[config.mk]
export PLATFORM = sky130hd
export DESIGN_NAME = seq_divider
export DESIGN_NICKNAME = d
export VERILOG_FILES = /design/src/rtl/divider_pkg.sv /design/src/rtl/addsub9.sv /design/src/rtl/seq_divider.sv
export SDC_FILE = /design/constraint.sdc
export NUM_CORES = 1
export LEC_CHECK = 0
export CAP_MARGIN = 20
export CORE_MARGIN = 2
export CORE_UTILIZATION = 57
export DETAILED_ROUTE_END_ITERATION = 16
export PLACE_DENSITY = 0.84
export SYNTH_ARGS = -nofsm -noshare
export SYNTH_HDL_FRONTEND = slang
export SYNTH_SLANG_ARGS = --single-unit
[constraint.sdc]
create_clock -name Clk -period 7.2 [get_ports Clk]
set_clock_uncertainty 0.05 [all_clocks]
set_input_delay 1.44 -clock Clk [delete_from_list [all_inputs] [get_ports Clk]]
set_output_delay 1.44 -clock Clk [all_outputs]
set_load 0.1 [all_outputs]
[src/rtl/divider_pkg.sv]
// rtl/divider_pkg.sv - shared types and constants for the sequential divider
package divider_pkg;

  typedef enum logic [1:0] {IDLE, RUN, DONE} div_state_t;

  localparam int WIDTH = 8;
  localparam int CNT_W = $clog2(WIDTH);

endpackage

[src/rtl/addsub9.sv]
// rtl/addsub9.sv - ripple adder/subtractor built from full-adder cells
// cin=1 selects subtract: B is inverted and the carry-in supplies the +1.
module addsub9 #(
  parameter int N = 9
) (
  input  logic [N-1:0] A,
  input  logic [N-1:0] B,
  input  logic         cin,
  output logic [N-1:0] S,
  output logic         cout
);

  logic [N:0]   carry;
  logic [N-1:0] b_eff;

  assign carry[0] = cin;
  assign b_eff    = B ^ {N{cin}};

  for (genvar i = 0; i < N; i++) begin : g_fa
    assign S[i]       = A[i] ^ b_eff[i] ^ carry[i];
    assign carry[i+1] = (A[i] & b_eff[i]) | (carry[i] & (A[i] ^ b_eff[i]));
  end

  assign cout = carry[N];

endmodule

[src/rtl/seq_divider.sv]
// rtl/seq_divider.sv - unsigned restoring divider, one quotient bit per clock
// Start/Done handshake; results publish only on completion.
module seq_divider #(
  parameter int WIDTH = divider_pkg::WIDTH
) (
  input  logic             Clk,
  input  logic             Reset_n,
  input  logic             Start,
  input  logic [WIDTH-1:0] Dividend,
  input  logic [WIDTH-1:0] Divisor,
  output logic [WIDTH-1:0] Quotient,
  output logic [WIDTH-1:0] Remainder,
  output logic             Busy,
  output logic             Done,
  output logic             DivByZero
);

  localparam int CW = (WIDTH > 1) ? $clog2(WIDTH) : 1;
  localparam logic [CW-1:0] LAST = CW'(WIDTH - 1);

  divider_pkg::div_state_t state;

  logic [WIDTH:0]   a;
  logic [WIDTH:0]   m;
  logic [WIDTH-1:0] q;
  logic [CW-1:0]    count;

  logic [2*WIDTH:0] aq_shl;
  logic [WIDTH:0]   ash;
  logic [WIDTH:0]   trial;
  logic [WIDTH:0]   a_next;
  logic [WIDTH-1:0] q_next;
  logic             no_borrow;

  // A's top bit is always 0 between iterations, so it falls off the shift.
  assign aq_shl = {a, q} << 1;
  assign ash    = aq_shl[2*WIDTH:WIDTH];

  addsub9 #(.N(WIDTH + 1)) u_trial (
    .A   (ash),
    .B   (m),
    .cin (1'b1),
    .S   (trial),
    .cout(no_borrow)
  );

  assign a_next = no_borrow ? trial : ash;
  assign q_next = aq_shl[WIDTH-1:0] | {{(WIDTH-1){1'b0}}, no_borrow};

  always_ff @(posedge Clk or negedge Reset_n) begin
    if (!Reset_n) begin
      state     <= divider_pkg::IDLE;
      a         <= '0;
      m         <= '0;
      q         <= '0;
      count     <= '0;
      Quotient  <= '0;
      Remainder <= '0;
      Busy      <= 1'b0;
      Done      <= 1'b0;
      DivByZero <= 1'b0;
    end else begin
      case (state)
        divider_pkg::IDLE: begin
          if (Start) begin
            a     <= '0;
            q     <= Dividend;
            m     <= {1'b0, Divisor};
            count <= '0;
            if (Divisor == '0) begin
              state     <= divider_pkg::DONE;
              Done      <= 1'b1;
              Quotient  <= '1;
              Remainder <= Dividend;
              DivByZero <= 1'b1;
            end else begin
              state <= divider_pkg::RUN;
              Busy  <= 1'b1;
            end
          end
        end
        divider_pkg::RUN: begin
          a     <= a_next;
          q     <= q_next;
          count <= count + 1'b1;
          if (count == LAST) begin
            state     <= divider_pkg::DONE;
            Busy      <= 1'b0;
            Done      <= 1'b1;
            Quotient  <= q_next;
            Remainder <= a_next[WIDTH-1:0];
            DivByZero <= 1'b0;
          end
        end
        divider_pkg::DONE: begin
          // Waiting for Start to drop keeps a held Start to one operation.
          if (!Start) begin
            state <= divider_pkg::IDLE;
            Done  <= 1'b0;
          end
        end
        default: begin
          state <= divider_pkg::IDLE;
          Busy  <= 1'b0;
          Done  <= 1'b0;
        end
      endcase
    end
  end

endmodule
==> out/metrics.cfg <==
[clocking]
cts_buffers=5
cts_tree=done
insertion_delay_ns=0.30
postCtsHoldBufs=0
cts.sinks=48
cts_resized=0
cts.htree.levels=2
path_clk_slew_ns=0.08
root_buffer=clkbuf_8
clockBufferDepth=2
post-cts-setup-buffers=0

[yosys]
synth_warnings=0
netlist_top_cells_area=dfrtp_1, nand2_1, fa_1, a31oi_1, mux2i_1
synth_edf_count=0
ys_seq_area_frac=0.4908
netlist.area_leader.share=0.4908
synth_common_cells=nand2_1, dfrtp_1, inv_1
syn_nets=280
synth_top_area_cell=dfrtp_1
syn-cell-area_sq_um=2447
synth.ff_latch_count=48
netlist_instances=251
yosys.cell_count.top_type=nand2_1
synth_ff_type=dfrtp_1
yosys.cell_types.count=34
postSynthAreaPerCell_sq_um=9.750
async_flop_share=1.000

[sta]
setup_viol=0
slew-limit-headroom=0.3490
grt_setup_unrepaired=false
hold_viol=0
drv_slew=0
min_period_ns=4.423
fmax_mhz=226.1
fin_crit_sh=0.6143
fin_setup_tns_ns=0
tightest_slew_ns=0.9735

[floorplan]
die_w_microns=69.53
io_pins=38
die_y_microns=69.53
start_util=0.6031
fp.coreArea_sq_um=4058
fp.dieArea_sq_um=4834
rows=23

[setup_path]
worst_path_largest_cell_delay_ns=0.50
path_buf_inv=1
cp_max_fo=13
critPathRequiredTime_ns=7.35
cpMaxStageDelayCell=fa_1
cpMostUsedCell=fa_1
reg2reg_from=q[7]$_DFFE_PN0P_
cp_top_family=adder cells
rr_worst_depth=12
arrival_ns=4.57
ff2ff_setup_slack_ns=2.78
cp-start-kind=flip-flop
critical_path_class=flip-flop to flip-flop
crit_path_end_kind=flip-flop
reg2reg_to=Remainder[2]$_DFFE_PN0P_
worstPathCellList=inv_1, ha_1, fa_1, fa_1, fa_1, fa_1, fa_1, fa_1, fa_1, nand2b_1, a211oi_1, o31ai_1

[route]
vias=1970
drt-vias-per-instance=5.898
routedWlPerCell_microns=16.49
dr.pass1.iters=4
drt_iter0_markers=130
wl_mm=5.509
ant_nets=0
remaining_drc_errors=0

[layout]
nets=313
antenna_cells=0
postLayoutCellArea_sq_um=2949
nFillCells=306
area_delta_synth_final_pct=20.50
drive_gt1_frac=0.06338

[worst_hold_path]
min_to=m[0]$_DFFE_PN0P_
min_path_type=flip-flop to flip-flop
hold_start=m[0]$_DFFE_PN0P_
min_path_cells=2

[global_route]
track_usage=0.2494
grt-ovfl-total=0
grt_max_degree=49
antenna_found_initial=0
grt_pass1_wl_mm=9.508
grt_pass1_vias=2006

[run_status]
outcome=complete, no violations

[placement]
placed_cell_area_sq_um=2833
dp_hpwl_mm=3.773
gp_congestion=0.8306
portBuffers=37

[job]
maxCapViolations=0

## through the flow
| step | std cells | hold slack, ns | setup WS (ns) | util |
|---|---|---|---|---|
| finish | 334 | 0.4369 | 2.777 | 0.7268 |
| global route | 334 | 0.4750 | 2.528 | 0.7268 |
| CTS | 333 | 0.4460 | 2.795 | 0.7219 |
| detailed placement | 326 | 0.4261 | 2.805 | 0.6981 |
| global placement | 326 | 0.4235 | 2.961 | 0.6981 |
| floorplan | 251 | 0.4023 | 3.069 | - |
## placed cells by master (no fill, tap or decap), types with 2 or more instances in the layout
cell / count
o31ai_1: 4
ha_1: 3
nor3b_1: 4
inv_1: 21
a31oi_1: 14
buf_4: 2
a211o_1: 4
nor2_1: 12
a21oi_1: 6
nand2b_1: 4
a311oi_1: 4
a211oi_1: 4
and3b_1: 5
clkbuf_8: 7
or4_4: 2
fa_1: 7
clkdlybuf4s50_1: 36
nand3_1: 6
nand2_1: 58
mux2i_1: 8
nor4_2: 2
dfrtp_1: 48
o21ai_0: 7
o311ai_0: 4
## layout make-up
| type | instances | area [sq um] | area share |
|---|---|---|---|
| multi-input cells | 168 | 1110 | 0.3763 |
| well taps | 50 | 62.56 | 0.02121 |
| repair buffers | 40 | 400.4 | 0.1358 |
| flip-flops and latches | 48 | 1201 | 0.4073 |
| clock buffers | 7 | 96.34 | 0.03267 |
| inverters | 21 | 78.83 | 0.02673 |
## layer usage
layer	vias up	part of all wire	routed length (microns)	global-route usage
li1	927	-	-	-
met1	966	0.43	2364	0.3297
met2	67	0.49	2703	0.4124
met3	10	0.067	367	0.06395
met4	0	0.013	74	0.06536
met5	-	0	0	0
## how the worst max path moves through the flow
stage                           from                        to  slack (ns)  cells past startpoint
finish              q[7]$_DFFE_PN0P_  Remainder[2]$_DFFE_PN0P_        2.78                     12
global route        q[7]$_DFFE_PN0P_  Remainder[2]$_DFFE_PN0P_        2.53                     12
CTS                 q[7]$_DFFE_PN0P_  Remainder[2]$_DFFE_PN0P_        2.80                     12
detailed placement  q[7]$_DFFE_PN0P_  Remainder[2]$_DFFE_PN0P_        2.80                     12
global placement    q[7]$_DFFE_PN0P_  Remainder[0]$_DFFE_PN0P_        2.96                     12
floorplan           m[0]$_DFFE_PN0P_  Remainder[1]$_DFFE_PN0P_        3.07                     12
## worst reg2reg max path, stage by stage, from the launching register on
cell,delay [ns]
dfrtp_1,0.38
inv_1,0.05
ha_1,0.18
fa_1,0.38
fa_1,0.40
fa_1,0.40
fa_1,0.39
fa_1,0.39
fa_1,0.40
fa_1,0.50
nand2b_1,0.42
a211oi_1,0.15
o31ai_1,0.24
## sequential cells by signal, indices dropped and copies added, names as in the netlist, 2 cells and up
| signal | count |
|---|---|
| Quotient | 8 |
| Remainder | 8 |
| q | 8 |
| a | 8 |
| m | 8 |
| state | 2 |
| count | 3 |
## cell families after synthesis
family	synth area share
AOI/OAI and AO/OA	0.1544
adders and majority gates	0.07260
buffers and inverters	0.05777
DFF	0.4908
muxes	0.03272
and+or+nand+nor	0.1917
Power is not shown: default switching activity piles up to over one toggle a cycle in this logic, so the estimate is an artifact.
